<file path="src/rtl/cpu_trace_pkg.sv">
// Shared types and default widths for the CPU retirement trace buffer.
package cpu_trace_pkg;

   localparam int unsigned TRACE_XLEN  = 32;
   localparam int unsigned TRACE_DEPTH = 16;
   localparam int unsigned TRACE_CYC_W = 16;

   // Capture mode encodings on the mode input
   localparam logic MODE_WRAP = 1'b0;
   localparam logic MODE_FILL = 1'b1;

   typedef enum logic [1:0] {
      ST_IDLE  = 2'd0,
      ST_ARMED = 2'd1,
      ST_POST  = 2'd2,
      ST_DONE  = 2'd3
   } state_t;

   // Width of one stored entry: pc, inst, wdata and cycle stamp
   function automatic int unsigned entry_w(input int unsigned xlen, input int unsigned cyc_w);
      return 3 * xlen + cyc_w;
   endfunction

endpackage

</file>
<file path="src/rtl/cpu_trace_buffer_ram.sv">
// Trace storage: one write port, one registered read port, read-before-write.
module trace_ram #(
   parameter int unsigned W     = 112,
   parameter int unsigned DEPTH = 16,
   parameter int unsigned AW    = $clog2(DEPTH)
) (
   input  logic          clk,
   input  logic          rst,
   input  logic          wr_en,
   input  logic [AW-1:0] wr_addr,
   input  logic [W-1:0]  wr_data,
   input  logic          rd_en,
   input  logic          rd_zero,
   input  logic [AW-1:0] rd_addr,
   output logic [W-1:0]  rd_data
);

   logic [W-1:0] mem [DEPTH];

   // Storage array is deliberately left unreset
   always_ff @(posedge clk) begin
      if (wr_en) mem[wr_addr] <= wr_data;
   end

   // Read register returns the pre-write contents; out-of-range reads give zero
   always_ff @(posedge clk or negedge rst) begin
      if (!rst)                  rd_data <= '0;
      else if (rd_en && !rd_zero) rd_data <= mem[rd_addr];
      else                       rd_data <= '0;
   end

endmodule

</file>
<file path="src/rtl/cpu_trace_buffer.sv">
// On-chip retirement trace: captures retired instructions into a circular buffer.
module cpu_trace_buffer
   import cpu_trace_pkg::*;
#(
   parameter int unsigned XLEN  = TRACE_XLEN,
   parameter int unsigned DEPTH = TRACE_DEPTH,
   parameter int unsigned AW    = $clog2(DEPTH),
   parameter int unsigned CYC_W = TRACE_CYC_W
) (
   input  logic             clk,
   input  logic             rst,
   input  logic             start,
   input  logic             mode,
   input  logic             trig_en,
   input  logic [XLEN-1:0]  trig_pc,
   input  logic [AW-1:0]    post_cnt,
   input  logic             commit_valid,
   input  logic [XLEN-1:0]  commit_pc,
   input  logic [XLEN-1:0]  commit_inst,
   input  logic [XLEN-1:0]  commit_wdata,
   input  logic             rd_en,
   input  logic [AW-1:0]    rd_idx,
   output logic             rd_valid,
   output logic [XLEN-1:0]  rd_pc,
   output logic [XLEN-1:0]  rd_inst,
   output logic [XLEN-1:0]  rd_wdata,
   output logic [CYC_W-1:0] rd_cycle,
   output logic [AW:0]      count,
   output logic             armed,
   output logic             triggered,
   output logic             done
);

   localparam int unsigned EW = entry_w(XLEN, CYC_W);
   localparam int unsigned CW = AW + 1;

   state_t           state_q, state_d;
   logic [AW-1:0]    wr_ptr_q, wr_ptr_d;
   logic [CW-1:0]    count_d;
   logic [AW-1:0]    post_q, post_d;
   logic             trig_d;
   logic [CYC_W-1:0] cyc_q;
   logic             wr_en_c;
   logic [AW-1:0]    rd_addr_c;
   logic             rd_zero_c;
   logic [EW-1:0]    ram_q;

   // FSM state register
   always_ff @(posedge clk or negedge rst) begin
      if (!rst) state_q <= ST_IDLE;
      else      state_q <= state_d;
   end

   // Next state, write enable and pointer/counter updates; start overrides everything
   always_comb begin
      state_d  = state_q;
      wr_ptr_d = wr_ptr_q;
      count_d  = count;
      post_d   = post_q;
      trig_d   = triggered;
      wr_en_c  = 1'b0;
      case (state_q)
         ST_IDLE: ;
         ST_ARMED: begin
            if (commit_valid) begin
               wr_en_c = 1'b1;
               if (mode == MODE_FILL && count == CW'(DEPTH - 1)) begin
                  state_d = ST_DONE;
               end else if (mode == MODE_WRAP && trig_en && commit_pc == trig_pc) begin
                  trig_d  = 1'b1;
                  post_d  = post_cnt;
                  state_d = (post_cnt == '0) ? ST_DONE : ST_POST;
               end
            end
         end
         ST_POST: begin
            if (commit_valid) begin
               wr_en_c = 1'b1;
               post_d  = post_q - AW'(1);
               if (post_q == AW'(1)) state_d = ST_DONE;
            end
         end
         ST_DONE: ;
         default: state_d = ST_IDLE;
      endcase
      if (wr_en_c) begin
         wr_ptr_d = wr_ptr_q + AW'(1);
         if (count != CW'(DEPTH)) count_d = count + CW'(1);
      end
      if (start) begin
         state_d  = ST_ARMED;
         wr_ptr_d = '0;
         count_d  = '0;
         post_d   = '0;
         trig_d   = 1'b0;
         wr_en_c  = 1'b0;
      end
   end

   // Datapath registers, status flags and free-running cycle stamp
   always_ff @(posedge clk or negedge rst) begin
      if (!rst) begin
         wr_ptr_q  <= '0;
         count     <= '0;
         post_q    <= '0;
         triggered <= 1'b0;
         cyc_q     <= '0;
         armed     <= 1'b0;
         done      <= 1'b0;
         rd_valid  <= 1'b0;
      end else begin
         wr_ptr_q  <= wr_ptr_d;
         count     <= count_d;
         post_q    <= post_d;
         triggered <= trig_d;
         cyc_q     <= cyc_q + CYC_W'(1);
         armed     <= (state_d == ST_ARMED) || (state_d == ST_POST);
         done      <= (state_d == ST_DONE);
         rd_valid  <= rd_en;
      end
   end

   // Read index is relative to the oldest entry; count==DEPTH truncates to an oldest of wr_ptr
   always_comb begin
      rd_addr_c = wr_ptr_q - AW'(count) + rd_idx;
      rd_zero_c = ({1'b0, rd_idx} >= count);
   end

   trace_ram #(
      .W     (EW),
      .DEPTH (DEPTH),
      .AW    (AW)
   ) u_ram (
      .clk     (clk),
      .rst     (rst),
      .wr_en   (wr_en_c),
      .wr_addr (wr_ptr_q),
      .wr_data ({commit_pc, commit_inst, commit_wdata, cyc_q}),
      .rd_en   (rd_en),
      .rd_zero (rd_zero_c),
      .rd_addr (rd_addr_c),
      .rd_data (ram_q)
   );

   assign rd_pc    = ram_q[EW-1 -: XLEN];
   assign rd_inst  = ram_q[EW-1-XLEN -: XLEN];
   assign rd_wdata = ram_q[CYC_W +: XLEN];
   assign rd_cycle = ram_q[CYC_W-1:0];

endmodule
</file>
<file path="config.mk">
export PLATFORM = sky130hd
export DESIGN_NAME = cpu_trace_buffer
export DESIGN_NICKNAME = d
export VERILOG_FILES = /design/src/rtl/cpu_trace_pkg.sv /design/src/rtl/cpu_trace_buffer_ram.sv /design/src/rtl/cpu_trace_buffer.sv
export SDC_FILE = /design/constraint.sdc
export NUM_CORES = 2
export LEC_CHECK = 0
export CAP_MARGIN = 20
export CORE_MARGIN = 1
export CORE_UTILIZATION = 50
export CTS_BUF_LIST = sky130_fd_sc_hd__clkbuf_16
export DETAILED_ROUTE_END_ITERATION = 12
export PLACE_DENSITY = 0.67
export SYNTH_ARGS = -nofsm -noshare
export SYNTH_HDL_FRONTEND = slang
export SYNTH_SLANG_ARGS = --single-unit
</file>
<file path="constraint.sdc">
create_clock -name clk -period 12 [get_ports clk]
set_input_delay 3 -clock clk [delete_from_list [all_inputs] [get_ports clk]]
set_output_delay 3 -clock clk [all_outputs]
set_load 0.01 [all_outputs]
</file>
* Word level (Yosys, flattened, before mapping)
Memory sizes are Yosys's and may differ from the RTL's.
Cells that the tools add are included.
** Word-level totals
- Register bits :: 147
- Bits in latches :: 0
- Bits in writable memories :: 1792
- Bits in read-only memories :: 0
- Input port bits :: 143
- Output and inout port bits :: 121
- Logic and storage cells :: 80
- Memories :: 1
** Operators by class
- $add $sub $neg :: 6
- Multiply operators :: 0
- Divide/modulo/power cells :: 0
- Magnitude comparators :: 1
- Eq/ne operators :: 14
- Shift-type cells :: 0
- Multiplexer cells :: 30
- Bitwise logic cells :: 1
- Reductions and logical operators :: 17
** Memories
- u_ram.mem :: words 16, width 112, rd ports 1, clocked after Yosys merged registers in 0, wr ports 1, RTL line cpu_trace_buffer_ram.sv:18 : logic [W-1:0] mem [DEPTH];
** Operator list (number)
- $mux W112 :: 1
- $eq A32 B32 Y1 :: 1
- $mux W4 :: 7
- $add A16 B1 Y16 const B :: 1
- $mux W5 :: 3
- $mux W2 :: 6
- $ne A3 B3 Y1 const B :: 4
- $mux W1 :: 11
- $reduce_bool A2 Y1 :: 5
- $pmux W4 S2 :: 1
- $eq A2 B2 Y1 const B :: 3
- $add A5 B1 Y5 const B :: 1
- $eq A5 B4 Y1 const B :: 1
- $ge A4 B5 Y1 :: 1
- $ne A5 B5 Y1 const B :: 1
- $reduce_and A5 Y1 :: 1
- $add A4 B1 Y4 const B :: 1
- $add A4 B4 Y4 :: 1
- $eq A2 B1 Y1 const B :: 2
- $eq A4 B1 Y1 const B :: 1
- $logic_and A1 B1 Y1 :: 4
- $logic_not A4 Y1 :: 1
- $pmux W2 S2 :: 1
- $reduce_and A4 Y1 :: 1
- other kinds (9) :: 9

* Logic depth before layout (Yosys ltp)
- Depth in word-level cells :: 10
- Gate-level depth with buffers :: 13

* By module
Synthesis repeated with hierarchy kept, for this count alone.
** Second synthesis, totals
- Cells, all modules :: 4040
- Area, all modules :: 74326.3 µm²
** Modules (own cells, without submodules)
- trace_ram :: times used 1, cells an instance 3787, area an instance 71924.0 µm²
- cpu_trace_buffer :: times used 1, cells an instance 253, area an instance 2402.3 µm²

* Worst setup path before layout
Ideal clock, no wire load.
- Path kind :: input to register
- Start point :: in start
- End point :: mem u_ram.mem[2][0], enable pin
- Data arrival time :: 11053 ps
- Path slack :: 226 ps
- Stages on the path :: 4
- Buffers on the path :: 1
- Cell sequence :: clkbuf_1 -> nor2_1 -> nand2_1 -> nor3_1
** Between the ends
- Word-level cells in the longest chain between the ends :: 3
** Ends and longest elaborated chain
- from (decl) :: RTL line cpu_trace_buffer.sv:12 : input logic start,
- $mux W1 :: RTL line cpu_trace_buffer.sv:90 : if (start) begin
- $mux W1 :: RTL line cpu_trace_buffer_ram.sv:22 : if (wr_en) mem[wr_addr] <= wr_data;
- $mux W1 (implied by the code) :: RTL line cpu_trace_buffer_ram.sv:22
- to (decl) :: RTL line cpu_trace_buffer_ram.sv:18
No other way between the ends.

* Worst setup path in the final report
- Start point :: in rd_idx[1]
- End point :: reg u_ram.rd_data[85]
** Between the ends
- Word-level cells in the longest chain between the ends :: 4
** Ends and longest elaborated chain
- from (decl) :: RTL line cpu_trace_buffer.sv:22 : input logic [AW-1:0] rd_idx,
- parallel branches: the longest is 3 deep, another holds $mem_v2 Z16 W112
- $mux W112 (*) :: RTL line cpu_trace_buffer_ram.sv:28 : else if (rd_en && !rd_zero) rd_data <= mem[rd_addr];
- to (signal assigned) :: RTL line cpu_trace_buffer_ram.sv:28
- to (decl) :: RTL line cpu_trace_buffer_ram.sv:15 : output logic [W-1:0] rd_data
Mark *: on every way between the ends.
A chain may end at the register's enable or synchronous reset.

==> metrics.yaml <==
status: "finished, final reports clean"
drive_above_1_share_pct: 21.4
synth_ff_type: "edfxtp_1"
syn_nets: 3417
maxCapViolations: 0
fmax_mhz: 143
tns_ns: 0
cts.repair.resized: 0
synthCells: 3249
grt_max_degree: 147
worstSetupEndpointType: "flop"
final-setup-viol-count: 0
ios: 264
cts_tree: "built"
gp_congestion: 0.713
fillerInstances: 10400
finClkSkew_ns: 0.0209
clk_pin_slew_ns: 0.06
synthesis.area_sq_um: 73600
yosysUniqueCellTypes: 40
layout_common_cells: "edfxtp_1, mux4_2, clkdlybuf4s50_1"
holdPathStages: 2
clock_latency_ns: 0.81
crit_path_start_kind: "input port"
period_needed_ns: 7.00
synth_edf_count: 1792
cts_buffer_depth: 3
finalHoldViolCount: 0
post_cts_buffers: 0
cp_max_fo: 81
min_path_type: "reg2reg"
row_count: 140
post_drt_wl_per_cell_um: 29.0
cts_sinks: 1939
synth_warnings: 0
cts-hold-fix-buffers: 0
avgViaCountPerCell: 6.04
ir_drop_mv: 0.324
root_buffer: "clkbuf_16"
grt_pass1_wl_um: 241000
final_common_cell: "edfxtp_1"
grt-ovfl-total: 0
ys_seq_area_share_pct: 78.1
max_slew_margin_pct: 23.7
routed_wl_um: 165000
required_ns: 12.70
critPathKind: "in2reg"
rsz0062_at_grt: "false"
worst_slew_pin_slew_ns: 1.14
die_area_sq_um: 149000
reg2regPathDepth: 10
grt_pass1_vias: 35400
async_flop_share_pct: 7.58
syn_area_per_cell_sq_um: 22.6
die_h_um: 386
start_util_pct: 50.4
drc: 0
die_w_um: 386
pre_cts_ws_ns: 4.18
post-route-util_pct: 58.1
dr_total_vias: 34300
layout_setup_ws_ns: 5.00
grt_util_all_layers_pct: 22.5
area_growth_pct: 15.3
postRouteAntennaNets: 0
powerDensity_nw_per_um2: 245
ys_ff_latch: 1939
worstPathArrival_ns: 7.70
final_nets: 3769
cts_made_buffers: 190
leakage_uw: 0.0276
post-route-period-util_pct: 58.4
io_buffer_count: 263
dr.pass1.iters: 7
dp_hpwl_um: 83200
antenna_found_initial: 18
drt_iter0_drc: 3108
ctsHtreeMaxLevel: 4
finalMaxSlewViolations: 0
hold_ws_ns: 0.513
core-area_sq_um: 146000
## worst max-delay path: stages
cell and delay [ns]:
clkdlybuf4s50_1 0.51, inv_1 0.09, fa_1 0.58, inv_1 0.06, ha_1 0.27, a21o_1 0.12, a21oi_1 0.14, xnor2_4 0.78
buf_4 0.76, buf_4 0.94, a211oi_1 0.11, a211oi_1 0.25
## through the flow
step / area (sq um) / power, uW / std cells
detailed placement: 78600 / 15200 / 5326
CTS: 84800 / 21100 / 5681
global placement: 78600 / 15200 / 5325
global route: 84800 / 21800 / 5682
finish: 84800 / 20800 / 5683
floorplan: 73600 / 13300 / 3249
## area by class of cell
type | count | area [sq um] | area share, %
repair buffers | 339 | 3300 | 3.89
well taps | 1917 | 2400 | 2.83
flip-flops and latches | 1939 | 57500 | 67.8
multi-input cells | 1101 | 15300 | 18.0
inverters | 30 | 113 | 0.133
clock buffers | 197 | 4930 | 5.81
diodes | 2 | 5.00 | 0.00590
clock inverters | 158 | 1290 | 1.52
## report_power, final
group          switching, uW  total, uW  internal, uW  leakage [uW]
Combinational           3610       7120          3510       0.00616
Clock                   2440       5880          3450       0.00323
Sequential               169       7810          7650        0.0182
Total                   6210      20800         14600        0.0276
## cells in the mapped netlist, drive strengths merged, types with 3 or more instances
cell type / instances / area share (%)
edfxtp: 1792 / 73
ha: 22 / 0.37
o21ai: 4 / 0.043
mux2i: 117 / 1.6
nor3: 6 / 0.041
buf: 99 / 0.77
dfrtp: 147 / 5.0
nor2: 34 / 0.17
nor2b: 116 / 0.99
xor2: 12 / 0.14
clkbuf: 80 / 0.41
a211oi: 227 / 2.3
nand2: 19 / 0.097
nor4: 4 / 0.060
and3: 3 / 0.026
xnor2: 40 / 0.49
a21o: 3 / 0.031
fa: 3 / 0.082
mux4: 448 / 14
a21oi: 8 / 0.054
nand3: 11 / 0.075
nand4: 8 / 0.077
nand3b: 4 / 0.041
inv: 30 / 0.15
## cells by family (layout without fill, tap and decap cells)
| group | count (synthesis) | after routing | synth area share, % |
|---|---|---|---|
| compound gates | 252 | 252 | 2.56 |
| xor+xnor | 52 | 52 | 0.629 |
| fa+ha+maj | 25 | 25 | 0.456 |
| buf+inv | 209 | 724 | 1.33 |
| flops | 1939 | 1939 | 78.1 |
| mux | 565 | 565 | 15.3 |
| other cells | 0 | 2 | 0 |
| simple gates | 207 | 207 | 1.59 |
## per-layer routing
metal	share of wire (%)	routed length (um)	vias up	track usage, %
met3	6.6	10900	214	4.37
met4	1.6	2580	24	5.15
met2	48	79900	1129	35.6
met1	43	71400	18600	32.9
li1	-	-	14400	-
met5	0.083	137	-	0
## state kept, by name, summed over array words and instances (netlist names)
name           flops
u_ram.mem       1792
triggered          1
rd_valid           1
done               1
cyc_q             16
post_q             4
armed              1
count              5
state_q            2
u_ram.rd_data    112
wr_ptr_q           4
## path summary, 6_finish.rpt
check                                        startpoint                           to  slack [ns]
worst max-delay path                          rd_idx[1]  u_ram.rd_data[85]$_DFF_PN0_        5.00
worst min-delay path              triggered$_DFFE_PN0P_        triggered$_DFFE_PN0P_        0.51
worst max register to register  wr_ptr_q[2]$_DFFE_PN0P_  u_ram.rd_data[85]$_DFF_PN0_        7.15
worst min register to register    triggered$_DFFE_PN0P_        triggered$_DFFE_PN0P_        0.51
max in group asynchronous                           rst  u_ram.rd_data[32]$_DFF_PN0_        7.92
min in group asynchronous                           rst  u_ram.rd_data[85]$_DFF_PN0_        2.14
Power figures use the tool's default switching activity.
